$ cat config.mk
export PLATFORM = sky130hd
export DESIGN_NAME = signed_sum_acc
export DESIGN_NICKNAME = d
export VERILOG_FILES = /design/src/rtl/signed_acc_pkg.sv /design/src/rtl/sat_clip.sv /design/src/rtl/signed_sum_acc.sv
export SDC_FILE = /design/constraint.sdc
export NUM_CORES = 1
export LEC_CHECK = 0
export BUFFER_PORTS_ARGS = -buffer_cell sky130_fd_sc_hd__buf_2
export CORE_ASPECT_RATIO = 0.9
export CORE_MARGIN = 8
export CORE_UTILIZATION = 50
export CTS_BUF_LIST = sky130_fd_sc_hd__clkbuf_2 sky130_fd_sc_hd__clkbuf_4 sky130_fd_sc_hd__clkbuf_8
export CTS_CLUSTER_SIZE = 24
export DETAILED_ROUTE_END_ITERATION = 10
export MAX_ROUTING_LAYER = met4
export PLACE_DENSITY_LB_ADDON = 0.25
export SLEW_MARGIN = 20
export SYNTH_ARGS = -nofsm -noshare
export SYNTH_HDL_FRONTEND = slang
export SYNTH_SLANG_ARGS = --single-unit
$ cat constraint.sdc
create_clock -name clk -period 9.6 [get_ports clk]
set_clock_uncertainty 0.15 [all_clocks]
set_input_delay 0.96 -clock clk [delete_from_list [all_inputs] [get_ports clk]]
set_output_delay 0.96 -clock clk [all_outputs]
set_load 0.02 [all_outputs]
$ cat src/rtl/signed_acc_pkg.sv
// rtl/signed_acc_pkg.sv - shared widths, defaults and saturation bounds for the signed window accumulator
package signed_acc_pkg;

  localparam int DIN_W        = 9;
  localparam int DEF_LOG2_LEN = 3;
  localparam int DEF_ACC_W    = 16;

  // Largest value representable in a w-bit two's complement word
  function automatic longint sat_max(input int w);
    return (longint'(1) <<< (w - 1)) - 1;
  endfunction

  // Smallest value representable in a w-bit two's complement word
  function automatic longint sat_min(input int w);
    return -(longint'(1) <<< (w - 1));
  endfunction

endpackage

$ cat src/rtl/sat_clip.sv
// rtl/sat_clip.sv - combinational signed saturating narrower with overflow flag
module sat_clip
  import signed_acc_pkg::*;
#(
  parameter int IN_W  = 17,
  parameter int OUT_W = 16
) (
  input  logic signed [IN_W-1:0]  din,
  output logic signed [OUT_W-1:0] dout,
  output logic                    ovf
);

  // Bounds expressed at the input width so the compare is a plain signed compare
  localparam logic signed [IN_W-1:0] HI = IN_W'(sat_max(OUT_W));
  localparam logic signed [IN_W-1:0] LO = IN_W'(sat_min(OUT_W));

  // Clamp to the output range; flag whenever the value had to move
  always_comb begin
    dout = din[OUT_W-1:0];
    ovf  = 1'b0;
    if (din > HI) begin
      dout = OUT_W'(HI);
      ovf  = 1'b1;
    end else if (din < LO) begin
      dout = OUT_W'(LO);
      ovf  = 1'b1;
    end
  end

endmodule

$ cat src/rtl/signed_sum_acc.sv
// rtl/signed_sum_acc.sv - windowed saturating accumulator reporting total, mean and overflow
module signed_sum_acc
  import signed_acc_pkg::*;
#(
  parameter int LOG2_LEN = DEF_LOG2_LEN,
  parameter int ACC_W    = DEF_ACC_W
) (
  input  logic                    clk,
  input  logic                    rst_n,
  input  logic signed [DIN_W-1:0] din,
  input  logic                    din_vld,
  input  logic                    clr,
  output logic signed [ACC_W-1:0] dout,
  output logic signed [DIN_W-1:0] dout_mean,
  output logic                    dout_vld,
  output logic                    ovf
);

  logic        [LOG2_LEN-1:0] cnt_q, cnt_d;
  logic signed [ACC_W-1:0]    acc_q, acc_d;
  logic                       ovf_st_q, ovf_st_d;
  logic signed [ACC_W-1:0]    dout_q, dout_d;
  logic signed [DIN_W-1:0]    mean_q, mean_d;
  logic                       vld_q, vld_d;
  logic                       ovf_q, ovf_d;

  logic signed [ACC_W:0]      acc_base;
  logic signed [ACC_W:0]      raw;
  logic signed [ACC_W-1:0]    sat;
  logic                       step_ovf;
  logic signed [ACC_W-1:0]    mean_in;
  logic signed [DIN_W-1:0]    mean_sat;
  logic                       mean_clip_unused;
  logic                       last;

  // One guard bit above the accumulator so a single step can never wrap before clipping
  always_comb begin
    acc_base = (cnt_q == '0) ? '0 : (ACC_W + 1)'(acc_q);
    raw      = acc_base + (ACC_W + 1)'(din);
    mean_in  = sat >>> LOG2_LEN;
    last     = (cnt_q == {LOG2_LEN{1'b1}});
  end

  sat_clip #(.IN_W(ACC_W + 1), .OUT_W(ACC_W)) u_acc_clip (
    .din  (raw),
    .dout (sat),
    .ovf  (step_ovf)
  );

  sat_clip #(.IN_W(ACC_W), .OUT_W(DIN_W)) u_mean_clip (
    .din  (mean_in),
    .dout (mean_sat),
    .ovf  (mean_clip_unused)
  );

  // Next-state: clear beats a sample; the last sample of a window publishes the result
  always_comb begin
    cnt_d    = cnt_q;
    acc_d    = acc_q;
    ovf_st_d = ovf_st_q;
    dout_d   = dout_q;
    mean_d   = mean_q;
    ovf_d    = ovf_q;
    vld_d    = 1'b0;
    if (clr) begin
      cnt_d    = '0;
      acc_d    = '0;
      ovf_st_d = 1'b0;
    end else if (din_vld) begin
      if (last) begin
        dout_d   = sat;
        mean_d   = mean_sat;
        ovf_d    = ovf_st_q | step_ovf;
        vld_d    = 1'b1;
        cnt_d    = '0;
        ovf_st_d = 1'b0;
      end else begin
        acc_d    = sat;
        ovf_st_d = ovf_st_q | step_ovf;
        cnt_d    = cnt_q + LOG2_LEN'(1);
      end
    end
  end

  // State and registered outputs
  always_ff @(posedge clk or negedge rst_n) begin
    if (!rst_n) begin
      cnt_q    <= '0;
      acc_q    <= '0;
      ovf_st_q <= 1'b0;
      dout_q   <= '0;
      mean_q   <= '0;
      vld_q    <= 1'b0;
      ovf_q    <= 1'b0;
    end else begin
      cnt_q    <= cnt_d;
      acc_q    <= acc_d;
      ovf_st_q <= ovf_st_d;
      dout_q   <= dout_d;
      mean_q   <= mean_d;
      vld_q    <= vld_d;
      ovf_q    <= ovf_d;
    end
  end

  assign dout      = dout_q;
  assign dout_mean = mean_q;
  assign dout_vld  = vld_q;
  assign ovf       = ovf_q;

endmodule

==> run_results.csv, run 1 <==
group,metric,value,unit
status,outcome,"completed",
die,die_h,90.7,µm
finish,nNetsFinal,398,
route,drt_wl_total,7.47,mm
synth,synth.avg_cell_area,9.24,µm²
die,rows,27,
route,vias,2586,
synth,synth_area_leaders,"dfrtp_1 (38%), ha_1 (7.7%), nand2_1 (5.6%), o21ai_0 (4.7%), and2_1 (3.8%)",
power,power.density,148,nW/µm²
synth,yosys.area.top_type,"dfrtp_1",
worst_setup_path,reg2reg_to,"dout_mean[7]",
synth,seq_area_frac_synth,38.0,%
cts,post-cts-setup-buffers,0,
placed_design,pre_cts_ws,5.55,ns
synth,ys_types,61,
timing,setup_viol,0,
placed_design,port_buffers,39,
power,p_leak,1.68,nW
finish,n_antenna_cell,0,
worst_setup_path,path_class,"flop to flop",
cts,clockBufferDepth,2,
worst_setup_path,crit_required,9.66,ns
route,antenna_left,0,
synth,synth_seq_cells,47,
finish,mostFrequentLayoutCells,"dfrtp_1 (47), nand2_1 (46), buf_2 (38), o21ai_0 (29)",
finish,area_growth,11.4,%
die,ios,40,
timing,tightest_slew,0.679,ns
worst_hold_path,min_path_cells,2,
global_routing,grt_overflow,0,
synth,synth_area,3100,µm²
worst_setup_path,cp.arrival,4.10,ns
placed_design,place_congestion,0.827,
route,wl_per_cell,17.1,µm
finish,fin_util,57.1,%
finish,fillCellCount,550,
die,coreArea,6050,µm²
route,drtPass1Iterations,4,
cts,clkTransAtPathRegs,0.09,ns
timing,fmax,247,MHz
synth,ys.warnings.count,0,
finish,multi_input_area,1810,µm²
cts,cts_resized,0,
global_routing,antenna_found_initial,0,
power,peakVddDrop,0.0836,mV
worst_setup_path,worst-path-max-fanout,16,
global_routing,grt_usage,17.4,%
die,die_area,8970,µm²
route,vias_per_cell,5.90,
finish,stdcell_count,438,
timing,maxSlewHeadroom,53.6,%
flow_run,drv_cap,0,
global_routing,grt_pass1_vias,2486,
finish,regArea,1180,µm²
synth,synth_top_area_share,38.0,%
worst_hold_path,hold_path.class,"flop to flop",
timing,finalSetupTns,0,ns
finish,drive_above_1_share,17.5,%
cts,cts_root_buf,"clkbuf_8",
worst_setup_path,cp-start-kind,"flop",
cts,cts_buffers,5,
worst_setup_path,worstSetupEndpointType,"flop",
finish,final_common_cell,"dfrtp_1",
synth,synth-edff-count,0,
cts,clock_latency,0.30,ns
placed_design,placed_cell_area,3310,µm²
finish,fin_area,3450,µm²
worst_hold_path,holdCritStartpoint,"acc_q[3]",
placed_design,hpwlAfterDp,5.57,mm
worst_hold_path,min_to,"acc_q[3]",
synth,synthCells,335,
worst_setup_path,regToRegSetupSlack,5.55,ns
route,drtIter0Drc,159,
timing,rsz0062_at_grt,"no",
die,die_x,99.0,µm
cts,cts.htree.levels,2,
worst_setup_path,rr_worst_depth,12,
cts,hold_buffers,0,
cts,cts_sinks,47,
synth,async_reset_ff_share,100,%
global_routing,grt_max_degree,48,
global_routing,grt_pass1_wl,12.5,mm
cts,cts_tree,"built",
synth,syn_nets,368,
die,initial_core_util,51.2,%
timing,hold_viol,0,
timing,period_share,42.1,%
timing,fin_crit,4.05,ns
placed_design,dpl.cell_count,430,
timing,fin_ws,5.55,ns
route,route.detailed.drc,0,
timing,slew_viol_final,0,
synth,synth_ff_type,"dfrtp_1",
worst_setup_path,r2r_start,"cnt_q[0]",
## flip-flops by register name, indices dropped and copies added (netlist names)
register	flops
acc_q	16
dout	16
dout_mean	9
cnt_q	3
dout_vld	1
ovf	1
ovf_st_q	1
## power by group
group | internal, mW | switching [mW]
combinational | 0.0459 | 0.0775
clock | 0.107 | 0.0677
sequential | 0.207 | 0.00459
total | 0.360 | 0.150
## worst max path at each step
stage	from	endpoint	slack [ns]	cells past startpoint
after floorplan	cnt_q[0]	dout_mean[7]	6.17	15
after global placement	din[8]	dout_mean[7]	5.59	9
after detailed placement	cnt_q[0]	dout_mean[7]	5.55	12
after CTS	cnt_q[0]	dout_mean[4]	5.52	12
after global routing	cnt_q[0]	dout_mean[7]	5.21	12
final	cnt_q[0]	dout_mean[7]	5.55	12
## worst max-delay path: stages, from the launching register on
cell      delay, ns
dfrtp_1        0.39
inv_1          0.09
ha_1           0.15
nand2b_1       0.28
and2_1         0.31
ha_1           0.37
a21o_1         0.26
o21bai_1       0.20
a221o_1        0.36
a31o_4         0.25
xor2_4         0.43
a41oi_2        0.36
o311ai_1       0.35
## cells in the mapped netlist (all sizes together) (3+ instances only)
cell and number:
buf 4, and2 19, o21ai 30, o211ai 5, xnor2 9, inv 7
or2 3, a21o 9, mux2 3, nand2b 8, and3 3, a31oi 4
maj3 4, dfrtp 47, ha 19, nand2 46, nor2 19, a21oi 18
o21a 5, a22oi 8, o311ai 9, clkbuf 13, a2111oi 3, nand3 3
## metrics by stage
| step | hold slack (ns) | total power, mW |
|---|---|---|
| after floorplan | 0.292 | 0.306 |
| after global placement | 0.304 | 0.336 |
| after detailed placement | 0.312 | 0.338 |
| after CTS | 0.331 | 0.510 |
| after global routing | 0.349 | 0.533 |
| final | 0.327 | 0.510 |
## kinds of logic after synthesis
logic type,Yosys count,share of synthesized area [%]
AO/OA/AOI/OAI,113,26.3
AND/OR/NAND/NOR,110,17.1
flip-flops,47,38.0
buffers and inverters,25,3.47
adder cells (fa/ha/maj),24,9.70
XOR/XNOR,11,3.72
multiplexers,5,1.74
## layer usage
layer	part of all wire [%]	global-route usage (%)	vias to the layer above
li1	-	-	1268
met1	47	22.6	1243
met2	47	26.6	64
met3	4.9	4.08	11
met4	1.1	4.21	0
met5	0	-	-
## layout make-up
class                      count  area share [%]
multi-input combinational    263            52.5
sequential                    47            34.1
timing repair buffer          40            5.95
tap                           72            2.61
clock buffer                   6            2.21
clock inverter                 2            1.74
inverter                       8           0.870
Power figures use the tool's default switching activity.
==> run 2, diff against run 1 <==
==> constraint.sdc (replaced) <==
create_clock -name clk -period 3.63 [get_ports clk]
set_clock_uncertainty 0.15 [all_clocks]
set_input_delay 0.363 -clock clk [delete_from_list [all_inputs] [get_ports clk]]
set_output_delay 0.363 -clock clk [all_outputs]
set_load 0.02 [all_outputs]
==> run_results.csv, run 2 (same netlist as run 1, synthesis figures left out) <==
group,metric,value,unit
timing,slew_viol_final,0,
cts,cts_buffers,5,
route,vias_per_cell,5.88,
worst_setup_path,crit_required,3.67,ns
timing,fin_ws,0.121,ns
timing,maxSlewHeadroom,52.4,%
timing,rsz0062_at_grt,"yes",
finish,area_growth,26.0,%
global_routing,grt_overflow,0,
global_routing,grt_usage,18.6,%
die,die_h,90.7,µm
global_routing,antenna_found_initial,0,
timing,period_share,96.7,%
finish,mostFrequentLayoutCells,"dfrtp_1 (47), nand2_1 (46), buf_4 (46), buf_2 (38), o21ai_0 (28)",
power,p_leak,1.91,nW
worst_hold_path,min_path_cells,2,
finish,fillCellCount,507,
route,antenna_left,0,
worst_setup_path,worstSetupEndpointType,"flop",
worst_setup_path,cp.arrival,3.55,ns
finish,nNetsFinal,444,
status,outcome,"completed",
timing,fmax,285,MHz
power,peakVddDrop,0.296,mV
die,die_area,8970,µm²
cts,cts.htree.levels,2,
route,wl_per_cell,16.7,µm
finish,final_common_cell,"dfrtp_1",
flow_run,drv_cap,0,
timing,finalSetupTns,0,ns
route,drtIter0Drc,154,
placed_design,hpwlAfterDp,6.06,mm
timing,hold_viol,0,
global_routing,grt_pass1_wl,13.4,mm
die,rows,27,
worst_setup_path,cp-start-kind,"flop",
power,power.density,355,nW/µm²
route,drt_wl_total,8.10,mm
cts,cts_root_buf,"clkbuf_8",
placed_design,place_congestion,0.902,
die,coreArea,6050,µm²
finish,drive_above_1_share,30.8,%
timing,fin_crit,3.51,ns
global_routing,grt_max_degree,48,
die,ios,40,
worst_setup_path,worstSetupStartpoint,"cnt_q[0]",
worst_hold_path,hold_path.class,"primary input to flop",
die,initial_core_util,51.2,%
cts,clkTransAtPathRegs,0.08,ns
timing,setup_viol,0,
route,vias,2844,
worst_setup_path,path_class,"flop to flop",
placed_design,port_buffers,39,
route,drtPass1Iterations,4,
cts,clock_latency,0.30,ns
worst_setup_path,worst-path-max-fanout,7,
cts,cts_tree,"built",
die,die_x,99.0,µm
worst_setup_path,r2r_start,"cnt_q[0]",
power,p_total,1.39,mW
worst_hold_path,holdCritStartpoint,"clr",
route,route.detailed.drc,0,
finish,n_antenna_cell,0,
worst_setup_path,rr_worst_depth,14,
timing,tightest_slew,0.715,ns
cts,clockBufferDepth,2,
global_routing,grt_pass1_vias,2858,
placed_design,pre_cts_ws,0.0759,ns
cts,cts_sinks,47,
[run 2: cell type report]
type	instances	area [µm²]	area share [%]
timing repair buffer	86	566	14.5
clock inverter	2	35.0	0.898
inverter	8	30.0	0.769
clock buffer	6	82.6	2.12
tap	72	90.1	2.31
multi-input combinational	263	1920	49.3
sequential	47	1180	30.1
[run 2: through the flow]
stage	hold slack, ns	instances	instance area (µm²)	util [%]
3_5_place_dp	0.313	474	3650	60.4
6_report	0.158	484	3900	64.5
4_1_cts	0.128	482	3770	62.4
2_1_floorplan	-0.0826	335	3100	-
3_3_place_gp	0.306	474	3650	60.4
5_1_grt	0.171	484	3900	64.5
[run 2: critical path, stage by stage, from the launching register on]
cell and delay, ns:
dfrtp_1 0.40, inv_1 0.09, ha_1 0.15, nand2b_1 0.09, buf_4 0.16, and2_1 0.18, ha_4 0.25, a21o_1 0.20
o21bai_1 0.19, a221o_1 0.40, a31o_4 0.24, xor2_4 0.18, buf_4 0.16, maj3_2 0.31, mux2_2 0.27
[run 2: worst paths after layout]
path                              to  slack (ns)
max reg2reg                 dout[12]        0.12
min reg2reg                 acc_q[4]        0.33
max                         dout[12]        0.12
min                         cnt_q[2]        0.16
max in group asynchronous  acc_q[13]        2.47
min in group asynchronous   acc_q[6]        0.44
[run 2: power breakdown]
group,internal (mW),total (mW),switching (mW)
Combinational,0.193,0.426,0.233
Clock,0.223,0.401,0.178
Sequential,0.548,0.560,0.0128
[run 2: per-layer routing]
metal	GRT usage (%)	vias to the layer above	routed length [µm]
met4	3.32	0	82
met3	3.78	11	372
met2	31.5	78	4020
met1	22.4	1380	3620
met5	-	-	0
li1	-	1375	-
[run 2: repair_timing]
item | in CTS | in global routing
hold buffers | 0 | 1
endpoints found under the hold margin | 0 | 47
endpoints found under the setup margin | 0 | 31
gates resized for setup | 0 | 24
buffers inserted | 0 | 1
